## src/rtl/regfile_pkg.sv

```systemverilog
// Shared register-file definitions used by the write scheduler and its arbiter.
//
// Contents:
//   REG_ADDR_W  default register address width
//   REG_DATA_W  default register data width
//   ZERO_REG    address of the hard-wired zero register
//   wb_req_t    one writeback request (valid, addr, data)
package regfile_pkg;

  localparam int REG_ADDR_W = 5;
  localparam int REG_DATA_W = 32;

  localparam logic [REG_ADDR_W-1:0] ZERO_REG = 5'd0;

  typedef struct packed {
    logic                  valid;
    logic [REG_ADDR_W-1:0] addr;
    logic [REG_DATA_W-1:0] data;
  } wb_req_t;

endpackage

```

## src/rtl/wsched_arbiter.sv

```systemverilog
// Two-way grant logic for the register-file write port.
//
// Build option (macro WSCHED_RR_EN):
//   defined   - round-robin on contention; the pointer flips after every
//               contended grant and holds on uncontended grants.
//   undefined - fixed priority, req0 always wins; no pointer register and
//               no clock/reset ports.
//
// Ports:
//   clk, rst_n  clock and async active-low reset (round-robin build only)
//   req0, req1  request valids from wb0 (ALU) and wb1 (load unit)
//   grant0/1    one-hot grant, combinational from the requests
module wsched_arbiter (
`ifdef WSCHED_RR_EN
  input  logic clk,
  input  logic rst_n,
`endif
  input  logic req0,
  input  logic req1,
  output logic grant0,
  output logic grant1
);

`ifdef WSCHED_RR_EN
  // Pointer value 0 favours req0, 1 favours req1.
  logic rr_ptr;
  logic contended;

  assign contended = req0 && req1;

  always_ff @(posedge clk or negedge rst_n) begin
    if (!rst_n) begin
      rr_ptr <= 1'b0;
    end else if (contended) begin
      rr_ptr <= ~rr_ptr;
    end
  end

  assign grant0 = req0 && (!req1 || !rr_ptr);
  assign grant1 = req1 && (!req0 ||  rr_ptr);
`else
  assign grant0 = req0;
  assign grant1 = req1 && !req0;
`endif

endmodule

```

## src/rtl/regfile_write_scheduler.sv

```systemverilog
// Shares the register file's single write port between the ALU (wb0) and the
// load/multi-cycle unit (wb1), registers the winning write into a one-deep
// output stage, and tracks a per-register busy scoreboard for RAW stalls.
//
// Build option: WSCHED_RR_EN selects round-robin arbitration (see
// wsched_arbiter); otherwise wb0 has fixed priority.
//
// Ports:
//   clk, rst_n                  clock, async active-low reset
//   wb0_valid/addr/data/ready   ALU write request and its accept
//   wb1_valid/addr/data/ready   load-unit write request and its accept
//   sb_set_valid/addr           issue marks a destination as pending
//   rs1_addr/rs2_addr           source register queries
//   rs1_busy/rs2_busy           scoreboard bits for the queried registers
//   rf_we/rf_wa/rf_wd           register file write port
//   conflict_cnt                saturating count of contended cycles
module regfile_write_scheduler
  import regfile_pkg::*;
#(
  parameter int DATA_W = REG_DATA_W,
  parameter int ADDR_W = REG_ADDR_W,
  parameter int CNT_W  = 16
) (
  input  logic              clk,
  input  logic              rst_n,
  input  logic              wb0_valid,
  input  logic [ADDR_W-1:0] wb0_addr,
  input  logic [DATA_W-1:0] wb0_data,
  output logic              wb0_ready,
  input  logic              wb1_valid,
  input  logic [ADDR_W-1:0] wb1_addr,
  input  logic [DATA_W-1:0] wb1_data,
  output logic              wb1_ready,
  input  logic              sb_set_valid,
  input  logic [ADDR_W-1:0] sb_set_addr,
  input  logic [ADDR_W-1:0] rs1_addr,
  input  logic [ADDR_W-1:0] rs2_addr,
  output logic              rs1_busy,
  output logic              rs2_busy,
  output logic              rf_we,
  output logic [ADDR_W-1:0] rf_wa,
  output logic [DATA_W-1:0] rf_wd,
  output logic [CNT_W-1:0]  conflict_cnt
);

  localparam int NREGS = 2 ** ADDR_W;
  localparam logic [ADDR_W-1:0] ZERO_ADDR = ADDR_W'(ZERO_REG);

  logic              grant0;
  logic              grant1;
  logic              accept;
  logic [ADDR_W-1:0] sel_addr;
  logic [DATA_W-1:0] sel_data;
  logic              commit;
  logic [NREGS-1:0]  busy;
  logic [NREGS-1:0]  busy_next;

  wsched_arbiter u_arbiter (
`ifdef WSCHED_RR_EN
    .clk    (clk),
    .rst_n  (rst_n),
`endif
    .req0   (wb0_valid),
    .req1   (wb1_valid),
    .grant0 (grant0),
    .grant1 (grant1)
  );

  assign wb0_ready = grant0;
  assign wb1_ready = grant1;
  assign accept    = grant0 || grant1;
  assign sel_addr  = grant0 ? wb0_addr : wb1_addr;
  assign sel_data  = grant0 ? wb0_data : wb1_data;

  // x0 writes are accepted (the requester must not stall) but never reach
  // the register file; address/data then hold like an idle cycle.
  assign commit = accept && (sel_addr != ZERO_ADDR);

  always_ff @(posedge clk or negedge rst_n) begin
    if (!rst_n) begin
      rf_we <= 1'b0;
      rf_wa <= '0;
      rf_wd <= '0;
    end else begin
      rf_we <= commit;
      if (commit) begin
        rf_wa <= sel_addr;
        rf_wd <= sel_data;
      end
    end
  end

  // Clear on the edge that commits the write, then apply a new set so a
  // younger producer of the same register keeps it pending.
  always_comb begin
    busy_next = busy;
    if (rf_we) begin
      busy_next[rf_wa] = 1'b0;
    end
    if (sb_set_valid) begin
      busy_next[sb_set_addr] = 1'b1;
    end
    busy_next[0] = 1'b0;
  end

  always_ff @(posedge clk or negedge rst_n) begin
    if (!rst_n) begin
      busy <= '0;
    end else begin
      busy <= busy_next;
    end
  end

  // The write committing this cycle still reads as busy; issue sees it
  // free only from the following cycle.
  assign rs1_busy = busy[rs1_addr];
  assign rs2_busy = busy[rs2_addr];

  always_ff @(posedge clk or negedge rst_n) begin
    if (!rst_n) begin
      conflict_cnt <= '0;
    end else if (wb0_valid && wb1_valid && (conflict_cnt != {CNT_W{1'b1}})) begin
      conflict_cnt <= conflict_cnt + 1'b1;
    end
  end

endmodule
```

## config.mk

```make
export PLATFORM = sky130hd
export DESIGN_NAME = regfile_write_scheduler
export DESIGN_NICKNAME = d
export VERILOG_FILES = /design/src/rtl/regfile_pkg.sv /design/src/rtl/wsched_arbiter.sv /design/src/rtl/regfile_write_scheduler.sv
export SDC_FILE = /design/constraint.sdc
export NUM_CORES = 1
export LEC_CHECK = 0
export BUFFER_PORTS_ARGS = -buffer_cell sky130_fd_sc_hd__buf_2
export CAP_MARGIN = 20
export CORE_UTILIZATION = 47
export CTS_BUF_LIST = sky130_fd_sc_hd__clkbuf_2
export CTS_CLUSTER_DIAMETER = 40
export DETAILED_ROUTE_END_ITERATION = 12
export PLACE_DENSITY = 0.84
export SLEW_MARGIN = 15
export SYNTH_ARGS = -nofsm -noshare
export SYNTH_HDL_FRONTEND = slang
export SYNTH_HIERARCHICAL = 1
export SYNTH_SLANG_ARGS = --single-unit
```

## constraint.sdc

```tcl
create_clock -name clk -period 1.65 [get_ports clk]
set_clock_uncertainty 0.1 [all_clocks]
set_input_delay 0 -clock clk [delete_from_list [all_inputs] [get_ports clk]]
set_output_delay 0 -clock clk [all_outputs]
set_load 0.05 [all_outputs]
```

==> reports/results.env, run 1 <==
STATUS='finished, violations left'
FAILED_CHECKS='negative setup slack'
SYNTH.YOSYS.WARNINGS=6
CP.REQUIRED_NS=1.55
STARTPOINT='busy[7]$_DFF_PN0_'
AREA_GROWTH_PCT=50.6
DP_HPWL_MM=9.09
GRT_REMAINING_OVERFLOW=0
PRE_CTS_SLACK_NS=-0.0527
R2R_SETUP_SLACK_NS=-0.01
DIE_H_UM=101
TRITONCTS_NUM_SINKS=85
CTS_BUFFERS=9
SYNTH_FP_NETS=496
HOLDPATHSTAGES=5
DR.FIRST_ITER.DRC_COUNT=263
WORST_R2R_PATH_DEPTH=5
GRT_ANTENNA_BEFORE_REPAIR=0
SYN_INST=401
POST_DRT_WL_PER_CELL_UM=20.3
WORST_SKEW_PAIR.LATE_LATENCY_NS=0.56
SYNTHESIS_STAGE_REGISTER_BIT_COUNT=85
SLEW_HEADROOM=0.749
DR.PASS1.ITERS=5
NFILLCELLS=576
GRT_FIRST_PASS_WIRELENGTH_MM=24.1
TOP_LEVEL_PORTS=152
CLOCK_SLEW_SEEN_BY_THE_REGISTERS_OF_THE_WORST_SETUP_AND_HOLD_PATHS_NS=0.27
CORE_AREA_UM2=9330
PORT-BUFFER-COUNT=151
FINAL_CORE_UTIL=0.741
NETLIST-CELL-TYPE-COUNT=40
CRITICAL_PATH.REG2REG.STARTPOINT='conflict_cnt[0]$_DFFE_PN0P_'
TIGHTEST_HOLD_CHECK_TYPE='input pin to register'
ROUTE.FINAL.WIRE_LENGTH_MM=16.3
VDD.IR_DROP.WORST_mV=1.02
HOLD_CRITICAL_PATH_ENDPOINT='rf_we$_DFF_PN0_'
DRT-VIAS-PER-INSTANCE=5.83
FINALSETUPTNS_NS=-6.90
DP.CELLS=681
HOLD_SLACK_NS=0.117
MAPPEDNETLISTAREA_UM2=4590
CRITICAL_PATH_CLASS='register to output pin'
STARTING_DENSITY_OF_THE_CORE=0.492
FINALSETUPVIOLATIONS=38
CTS_TREE='done'
LEAKAGE_COMPONENT_OF_THE_POWER_nW=3.09
YS_DOMINANT_REG_CELL='sky130_fd_sc_hd__dfrtp_1'
WORST_R2R_ENDPOINT='conflict_cnt[12]$_DFFE_PN0P_'
GRT_START_MAX_NET_PINS=40
FIRST_GLOBAL_VIAS=4797
SYNTH_ENABLE_FLOP_CELLS=0
DIE_W_UM=101
DRC_VIOLS=0
POWER_DENSITY_nW_PER_UM2=1080
CTS_BUFFER_DEPTH=2
LAYOUT_WORST_PATH_CYCLE_SHARE=1.32
SETUP_WS_NS=-0.533
SLEW_VIOLATIONS=0
CRITPATHARRIVALTIME_NS=2.08
CLOCK_ROOT_BUFFER='sky130_fd_sc_hd__clkbuf_2'
HOLDCRITSTARTPOINT='wb1_addr[4]'
RSZ0062_AT_GRT='yes'
CRITICAL_PATH.MAX_FANOUT=3
DETAILROUTE.VIA_COUNT=4671
TIMING_WORST_SLEW_PIN_VALUE_NS=0.375
FINALHOLDVIOLATIONS=0
GROUTE.USAGE.OVERALL=0.313
ASYNC_RESET_FF_FRAC=1.00
HTREEDEPTH=3
N_ANTENNA_CELL=0
MEAN_CELL_AREA_OF_THE_MAPPED_NETLIST_UM2=11.4
CRITICAL_PATH.ENDPOINT_TYPE='output pin'
FP-ROW-COUNT=35
DRIVE_ABOVE_1_SHARE=0.473
ANT_NETS=0
FINAL_NET_COUNT=762
FINAL_PERIOD_MINUS_WORST_SETUP_SLACK_NS=2.18
DIE-AREA_UM2=10200
SEQ_AREA_FRAC_SYNTH=0.464
MAX_FREQ_MHz=458
TIMING.MAX_CAP.VIOLATIONS=0
GPL.FINAL_WEIGHTED_CONGESTION=0.851
FINISH.CELL_COUNT_WITHOUT_FILLERS=801
WORSTSETUPSTARTPOINTTYPE='register'
==> where the power goes <==
group          switching, mW  leakage, nW  internal [mW]
combinational           1.77         2.05           1.32
sequential             0.543        0.968           2.64
clock                  0.804       0.0752          0.375
==> worst max-delay path, cell delays in order (launching register included) <==
cell and delay (ns):
sky130_fd_sc_hd__dfrtp_1 0.49, sky130_fd_sc_hd__mux4_2 0.48, sky130_fd_sc_hd__nand2b_4 0.15, sky130_fd_sc_hd__o211ai_1 0.10, sky130_fd_sc_hd__nand4_1 0.13, sky130_fd_sc_hd__buf_6 0.17
==> placed cells by master, fill, tap and decap left out, types with 4 or more instances in the layout <==
cell / synthesis / routed
sky130_fd_sc_hd__o21ai_0: 65 / 61
sky130_fd_sc_hd__nand4_1: 7 / 7
sky130_fd_sc_hd__nor2b_1: 4 / 4
sky130_fd_sc_hd__nand3_1: 22 / 21
sky130_fd_sc_hd__mux2_2: 55 / 53
sky130_fd_sc_hd__and2_1: 4 / 4
sky130_fd_sc_hd__o21ai_2: 0 / 4
sky130_fd_sc_hd__and4_4: 0 / 4
sky130_fd_sc_hd__buf_12: 0 / 5
sky130_fd_sc_hd__buf_4: 1 / 25
sky130_fd_sc_hd__nand3b_1: 8 / 8
sky130_fd_sc_hd__nor2_1: 11 / 9
sky130_fd_sc_hd__clkbuf_2: 0 / 9
sky130_fd_sc_hd__dfrtp_2: 0 / 18
sky130_fd_sc_hd__inv_1: 6 / 6
sky130_fd_sc_hd__dfrtp_1: 85 / 67
sky130_fd_sc_hd__nand2_1: 12 / 12
sky130_fd_sc_hd__buf_2: 2 / 148
sky130_fd_sc_hd__dlygate4sd3_1: 0 / 92
sky130_fd_sc_hd__mux2i_1: 21 / 21
sky130_fd_sc_hd__xnor2_1: 10 / 10
sky130_fd_sc_hd__mux2_4: 17 / 19
sky130_fd_sc_hd__a22oi_1: 4 / 4
sky130_fd_sc_hd__mux4_2: 6 / 6
sky130_fd_sc_hd__a21oi_1: 10 / 9
==> what timing repair did <==
item	4_1_cts	5_1_grt
hold buffers	91	4
hold endpoints to repair	166	10
resized for setup	11	21
pin swaps	5	12
setup buffers	3	8
setup endpoints to repair	5	52
==> logic make-up after synthesis <==
family / Yosys count / share of synthesized area
adders and majority gates: 1 / 0.00273
AOI/OAI and AO/OA: 94 / 0.112
buffers and inverters: 24 / 0.0259
DFF: 85 / 0.464
xor gates and xnor gates: 11 / 0.0210
and+or+nand+nor: 87 / 0.109
muxes: 99 / 0.266
==> sequential cells by signal (all words and copies together), names as in the netlist <==
signal        flops
rf_wa             5
rf_wd            32
busy             31
conflict_cnt     16
rf_we             1
==> layer usage <==
metal / wire length (um) / global-route usage
met1: 5830 / 0.355
met2: 8310 / 0.555
met3: 1170 / 0.0555
met4: 957 / 0.184
met5: 0 / 0
==> area by class of cell <==
type / instances / area, um^2 / area share
multi-input cells: 292 / 2470 / 0.357
repair buffers: 273 / 1980 / 0.287
clock inverters: 7 / 80.1 / 0.0116
flip-flops and latches: 85 / 2150 / 0.311
well taps: 129 / 161 / 0.0234
clock buffers: 9 / 45.0 / 0.00652
inverters: 6 / 22.5 / 0.00326
==> synthesized netlist by cell type, drive strengths merged, types with 4 or more instances <==
master	number	area (um^2)
mux2i	21	210
nand4	7	43.8
clkbuf	8	30.0
o21ai	68	340
nor2b	5	38.8
xnor2	10	87.6
and2	4	25.0
nand3	22	110
nand2b	4	25.0
nand3b	8	60.1
nand2	12	45.0
inv	6	22.5
a21oi	10	50.1
nor2	11	41.3
dfrtp	85	2130
mux2	72	875
and4	4	35.0
a22oi	4	30.0
mux4	6	135
buf	10	66.3
==> how the worst max path moves through the flow <==
| stage | to |
|---|---|
| final | rs1_busy |
| after global routing | rs1_busy |
| after CTS | rs1_busy |
| after detailed placement | rf_wd[25]$_DFFE_PN0P_ |
| after global placement | rf_wd[25]$_DFFE_PN0P_ |
| after floorplan | conflict_cnt[12]$_DFFE_PN0P_ |
==> metrics by stage <==
stage,power (mW),instance area (um^2)
after floorplan,4.88,4630
after global placement,5.62,5650
after detailed placement,5.76,5650
after CTS,7.20,6760
after global routing,7.79,6910
final,7.45,6910
Note: power is estimated with default switching activity, not from simulation.
==> run 2: changes to the inputs <==
- RECOVER_POWER: unset -> 25
==> reports/results.env, run 2 (synthesized netlist as in run 1, its figures left out) <==
POWER_DENSITY_nW_PER_UM2=1080
AREA_TAKEN_BY_MULTI_INPUT_LOGIC_GATES_UM2=2470
PRE_CTS_SLACK_NS=-0.0527
CORE_AREA_UM2=9330
CTS_BUFFER_DEPTH=2
VDD.IR_DROP.WORST_mV=1.02
FIRST_GLOBAL_VIAS=4797
CLOCK_SLEW_SEEN_BY_THE_REGISTERS_OF_THE_WORST_SETUP_AND_HOLD_PATHS_NS=0.27
GPL.FINAL_WEIGHTED_CONGESTION=0.851
SLEW_HEADROOM=0.579
GRT_START_MAX_NET_PINS=40
FINALSETUPVIOLATIONS=36
LARGEST_REGISTER_FFS=32
CLOCK_ROOT_BUFFER='sky130_fd_sc_hd__clkbuf_2'
DR.FIRST_ITER.DRC_COUNT=259
AREA_GROWTH_PCT=49.9
HOLD_SLACK_NS=0.117
DESIGN_AREA_UM2=6880
PORT-BUFFER-COUNT=151
ANT_NETS=0
LEAKAGE_COMPONENT_OF_THE_POWER_nW=3.07
FINAL_NET_COUNT=762
DETAILROUTE.VIA_COUNT=4678
DIE_W_UM=101
REGISTERS.TOP_BY_FF_COUNT='rf_wd'
DIE_H_UM=101
GRT_REMAINING_OVERFLOW=0
DP_HPWL_MM=9.09
SETUP_WS_NS=-0.541
TIGHTEST_HOLD_CHECK_TYPE='input pin to register'
WORST_SKEW_PAIR.LATE_LATENCY_NS=0.56
CRITICAL_PATH.ENDPOINT_TYPE='output pin'
FINAL_COMMON_CELL='sky130_fd_sc_hd__buf_2'
WORSTSETUPSTARTPOINTTYPE='register'
GROUTE.USAGE.OVERALL=0.313
CTS_BUFFERS=9
DR.PASS1.ITERS=5
HTREEDEPTH=3
DRIVE_ABOVE_1_SHARE=0.470
CRITICAL_PATH_CLASS='register to output pin'
CRITICAL_PATH.MAX_FANOUT=3
FP-ROW-COUNT=35
FINALHOLDVIOLATIONS=0
DRC_VIOLS=0
DIE-AREA_UM2=10200
N_ANTENNA_CELL=0
FINAL_CORE_UTIL=0.737
POST_DRT_WL_PER_CELL_UM=20.3
GRT_ANTENNA_BEFORE_REPAIR=0
CTS_TREE='done'
LAYOUT_COMMON_CELLS='sky130_fd_sc_hd__buf_2, sky130_fd_sc_hd__dlygate4sd3_1, sky130_fd_sc_hd__dfrtp_1, sky130_fd_sc_hd__o21ai_0, sky130_fd_sc_hd__mux2_2'
DESIGN_POWER_TOTAL_mW=7.45
DRT-VIAS-PER-INSTANCE=5.84
RSZ0062_AT_GRT='yes'
LAYOUT_WORST_PATH_CYCLE_SHARE=1.33
GRT_FIRST_PASS_WIRELENGTH_MM=24.1
MAX_FREQ_MHz=456
SLEW_VIOLATIONS=0
ROUTE.FINAL.WIRE_LENGTH_MM=16.2
FINAL_PERIOD_MINUS_WORST_SETUP_SLACK_NS=2.19
TOP_LEVEL_PORTS=152
TIMING.MAX_CAP.VIOLATIONS=0
CP.REQUIRED_NS=1.55
LARGESTREGISTERS='rf_wd: 32 flops, busy: 31 flops, conflict_cnt: 16 flops'
TRITONCTS_NUM_SINKS=85
TIMING_WORST_SLEW_PIN_VALUE_NS=0.631
STATUS='finished, violations left'
NFILLCELLS=583
FAILED_CHECKS='negative setup slack'
CRITPATHARRIVALTIME_NS=2.09
SEQCELLAREA_UM2=2150
STARTING_DENSITY_OF_THE_CORE=0.492
DETAILED_PLACE.AREA_UM2=5650
run 2: worst max-delay path: stages, from the launching register on:
cell,delay (ns)
sky130_fd_sc_hd__dfrtp_1,0.50
sky130_fd_sc_hd__mux4_2,0.48
sky130_fd_sc_hd__nand2b_4,0.15
sky130_fd_sc_hd__o211ai_1,0.10
sky130_fd_sc_hd__nand4_1,0.13
sky130_fd_sc_hd__buf_6,0.17
run 2: per-layer routing:
layer / share of wire / global-route usage / vias to the layer above
li1: - / - / 2026
met1: 0.35 / 0.355 / 2271
met2: 0.51 / 0.555 / 294
met3: 0.075 / 0.0555 / 87
met4: 0.065 / 0.184 / 0
met5: 0 / 0 / -
run 2: report_power, final:
| group | internal [mW] | switching, mW | leakage [nW] |
|---|---|---|---|
| clock | 0.375 | 0.805 | 0.0752 |
| combinational | 1.32 | 1.77 | 2.03 |
| sequential | 2.64 | 0.542 | 0.968 |
| total | 4.33 | 3.12 | 3.07 |
run 2: final timing paths:
path / startpoint / endpoint / depth (start not counted) / slack, ns
worst max-delay path: busy[7]$_DFF_PN0_ / rs1_busy / 5 / -0.54
worst min register to register: rf_wd[11]$_DFFE_PN0P_ / rf_wd[11]$_DFFE_PN0P_ / 1 / 0.43
max in group asynchronous: rst_n / conflict_cnt[14]$_DFFE_PN0P_ / 4 / 0.27
min in group asynchronous: rst_n / rf_wd[18]$_DFFE_PN0P_ / 4 / 0.56
worst min-delay path: wb1_addr[4] / rf_we$_DFF_PN0_ / 5 / 0.12
worst max register to register: conflict_cnt[0]$_DFFE_PN0P_ / conflict_cnt[12]$_DFFE_PN0P_ / 5 / 0
run 2: what timing repair did:
action | CTS | global route
hold buffers | 91 | 4
endpoints found under the hold margin | 166 | 10
pin swaps | 5 | 12
setup endpoints to repair | 5 | 52
gates resized for setup | 11 | 21
cloned | 0 | 0
setup buffers | 3 | 8
run 2: area by class of cell:
cell class                      instances  share of cell area
Inverter                                6             0.00328
Tap cell                              129              0.0235
Multi-Input combinational cell        292               0.359
Clock inverter                          7              0.0116
Timing Repair Buffer                  273               0.284
Sequential cell                        85               0.313
Clock buffer                            9             0.00655
run 2: metrics by stage:
stage	std cells	TNS [ns]
floorplan	401	-0.150
global placement	681	0
detailed placement	681	-0.950
CTS	791	-4.14
global route	801	-6.20
finish	801	-6.60
==> run 3: changes to the inputs <==
- CORE_MARGIN: unset -> 8
- CORE_UTILIZATION: 47 -> 48
- PLACE_DENSITY: 0.84 -> 0.85
- SYNTH_HIERARCHICAL: 1 -> unset
==> reports/results.env, run 3 <==
STATUS='finished, violations left'
FAILED_CHECKS='negative setup slack'
DR.PASS1.ITERS=5
WORSTSETUPSTARTPOINTTYPE='register'
CRITICAL_PATH_CLASS='register to output pin'
GRT_ANTENNA_BEFORE_REPAIR=0
SLEW_VIOLATIONS=0
HOLD_SLACK_NS=0.0244
REGISTERS.TOP_BY_FF_COUNT='rf_wd'
SYNTH_TOP_CELLS_BY_AREA='sky130_fd_sc_hd__dfrtp_1, sky130_fd_sc_hd__mux2_2, sky130_fd_sc_hd__o21ai_0'
FINALSETUPVIOLATIONS=18
FINALHOLDVIOLATIONS=0
CELL_CHAIN_CRITICAL_PATH='mux4_2, nand2b_4, o2111ai_2, nand4_1, buf_6'
YS_DOMINANT_REG_CELL='sky130_fd_sc_hd__dfrtp_1'
GPL.FINAL_WEIGHTED_CONGESTION=0.865
TOP_LEVEL_PORTS=152
CRITICAL-PATH-SLOWEST-CELL='sky130_fd_sc_hd__mux4_2'
DP.CELLS=676
CTS_BUFFERS=9
MAPPEDNETLISTAREA_UM2=4590
SETUP_WS_NS=-0.471
DIE-AREA_UM2=13000
DRC_VIOLS=0
LAYOUT_COMMON_CELLS='sky130_fd_sc_hd__buf_2, sky130_fd_sc_hd__dlygate4sd3_1, sky130_fd_sc_hd__dfrtp_1, sky130_fd_sc_hd__o21ai_0, sky130_fd_sc_hd__mux2_2'
TIMING_WORST_SLEW_PIN_VALUE_NS=0.830
SYNTH.TOP_CELLS.BY_COUNT='sky130_fd_sc_hd__dfrtp_1, sky130_fd_sc_hd__o21ai_0, sky130_fd_sc_hd__mux2_2, sky130_fd_sc_hd__mux2i_1, sky130_fd_sc_hd__nand3_1'
LARGESTREGISTERS='rf_wd: 32 flops, busy: 31 flops, conflict_cnt: 16 flops'
SLOWEST_DELAY_NS=0.49
DIE_W_UM=114
SYNTH_FP_NETS=492
SYNTH_MOST_COMMON_CELL='sky130_fd_sc_hd__dfrtp_1'
ROUTE.FINAL.WIRE_LENGTH_MM=16.8
HTREEDEPTH=3
CP.REQUIRED_NS=1.55
GROUTE.USAGE.OVERALL=0.256
TIGHTEST_HOLD_CHECK_TYPE='input pin to register'
DP_HPWL_MM=10.1
STARTING_DENSITY_OF_THE_CORE=0.495
N_ANTENNA_CELL=0
TIMING.MAX_CAP.VIOLATIONS=0
SYNTHESIS_STAGE_REGISTER_BIT_COUNT=85
POWER_DENSITY_nW_PER_UM2=1050
SYN_INST=397
SYNTH.YOSYS.WARNINGS=0
FIRST_GLOBAL_VIAS=4982
DETAILROUTE.VIA_COUNT=4525
DRT-VIAS-PER-INSTANCE=5.70
SYNTH_ENABLE_FLOP_CELLS=0
WORST_SKEW_PAIR.LATE_LATENCY_NS=0.54
LEAKAGE_COMPONENT_OF_THE_POWER_nW=3.09
SLEW_HEADROOM=0.446
GRT_REMAINING_OVERFLOW=0
ANT_NETS=0
DRIVE_ABOVE_1_SHARE=0.484
LAYOUT_WORST_PATH_CYCLE_SHARE=1.29
FINAL_PERIOD_MINUS_WORST_SETUP_SLACK_NS=2.12
POST-SYNTH-TOP-AREA-CELL='sky130_fd_sc_hd__dfrtp_1'
DIE_H_UM=114
CRITICAL_PATH.MAX_FANOUT=3
MEAN_CELL_AREA_OF_THE_MAPPED_NETLIST_UM2=11.6
CORE_AREA_UM2=9280
TRITONCTS_NUM_SINKS=85
AREA_GROWTH_PCT=48.7
LARGEST_REGISTER_FFS=32
PORT-BUFFER-COUNT=151
CTS_TREE='done'
GRT_FIRST_PASS_WIRELENGTH_MM=26.2
CTS_BUFFER_DEPTH=2
GRT_START_MAX_NET_PINS=35
CRITPATHARRIVALTIME_NS=2.02
FINAL_NET_COUNT=756
FP-ROW-COUNT=35
DESIGN_AREA_UM2=6830
RSZ0062_AT_GRT='yes'
SYNTH_TOP_CELL_AREA_SHARE=0.463
FINAL_CORE_UTIL=0.736
CRITICAL_PATH.ENDPOINT_TYPE='output pin'
CLOCK_ROOT_BUFFER='sky130_fd_sc_hd__clkbuf_2'
FINALSETUPTNS_NS=-1.09
FINISH.CELL_COUNT_WITHOUT_FILLERS=794
SEQ_AREA_FRAC_SYNTH=0.463
POST_DRT_WL_PER_CELL_UM=21.1
ASYNC_RESET_FF_FRAC=1.00
DR.FIRST_ITER.DRC_COUNT=205
VDD.IR_DROP.WORST_mV=0.470
DETAILED_PLACE.AREA_UM2=5630
CLOCK_SLEW_SEEN_BY_THE_REGISTERS_OF_THE_WORST_SETUP_AND_HOLD_PATHS_NS=0.23
FINAL_COMMON_CELL='sky130_fd_sc_hd__buf_2'
NETLIST-CELL-TYPE-COUNT=39
MAX_FREQ_MHz=471
run 3: cell families (layout without fill, tap and decap cells):
group           Yosys count  after routing  synth area share
mux                      99             99             0.266
compound gates           91             91             0.112
flops                    85             85             0.463
simple gates             82             82             0.105
buf+inv                  27            295            0.0291
xor+xnor                 12             12            0.0229
fa+ha+maj                 1              1           0.00272
run 3: area by class of cell:
cell class                      count  area [um^2]
Timing Repair Buffer              274         1930
Inverter                            6         22.5
Sequential cell                    85         2150
Fill cell                         594         2450
Tap cell                          129          161
Clock buffer                       10         50.0
Multi-Input combinational cell    285         2460
Clock inverter                      5         53.8
run 3: path summary, 6_finish.rpt:
kind	start	to	slack, ns	depth (start not counted)
setup / recovery	busy[23]$_DFF_PN0_	rs2_busy	-0.47	5
hold / removal	wb0_valid	conflict_cnt[5]$_DFFE_PN0P_	0.02	5
setup reg to reg	conflict_cnt[6]$_DFFE_PN0P_	conflict_cnt[13]$_DFFE_PN0P_	-0.01	4
hold reg to reg	conflict_cnt[13]$_DFFE_PN0P_	conflict_cnt[13]$_DFFE_PN0P_	0.45	1
max in group asynchronous	rst_n	rf_wa[4]$_DFFE_PN0P_	0.08	4
min in group asynchronous	rst_n	rf_wd[25]$_DFFE_PN0P_	0.59	4
run 3: worst max-delay path, delay by kind of cell (launching register included):
family,cells,cell delay [ns]
simple gates,2,0.29
mux,1,0.49
buf+inv,1,0.18
compound gates,1,0.08
flops,1,0.44
run 3: metrics by stage:
step	setup WS [ns]	power, mW
6_report	-0.471	7.15
5_1_grt	-0.579	7.49
4_1_cts	-0.485	6.92
3_5_place_dp	-0.0315	5.63
3_3_place_gp	0.0628	5.49
2_1_floorplan	-0.133	4.78
run 3: where the power goes:
part,switching [mW],total [mW],internal [mW]
Clock,0.700,1.04,0.339
Sequential,0.436,3.06,2.63
Combinational,1.75,3.04,1.29
Total,2.89,7.15,4.26
run 3: timing repair:
action | CTS | global route
endpoints found under the hold margin | 157 | 2
pin swaps | 5 | 9
gates resized for setup | 12 | 11
setup endpoints to repair | 6 | 19
buffers inserted | 1 | 8
hold buffers | 94 | 1
run 3: per-layer routing:
metal  part of all wire  vias up  track usage  wire [um]
met3              0.093       73       0.0861       1570
met1               0.37     2179        0.284       6250
met4              0.046        0        0.123        764
met2               0.49      271        0.432       8200
met5                  0        -            0          0
li1                   -     2002            -          -
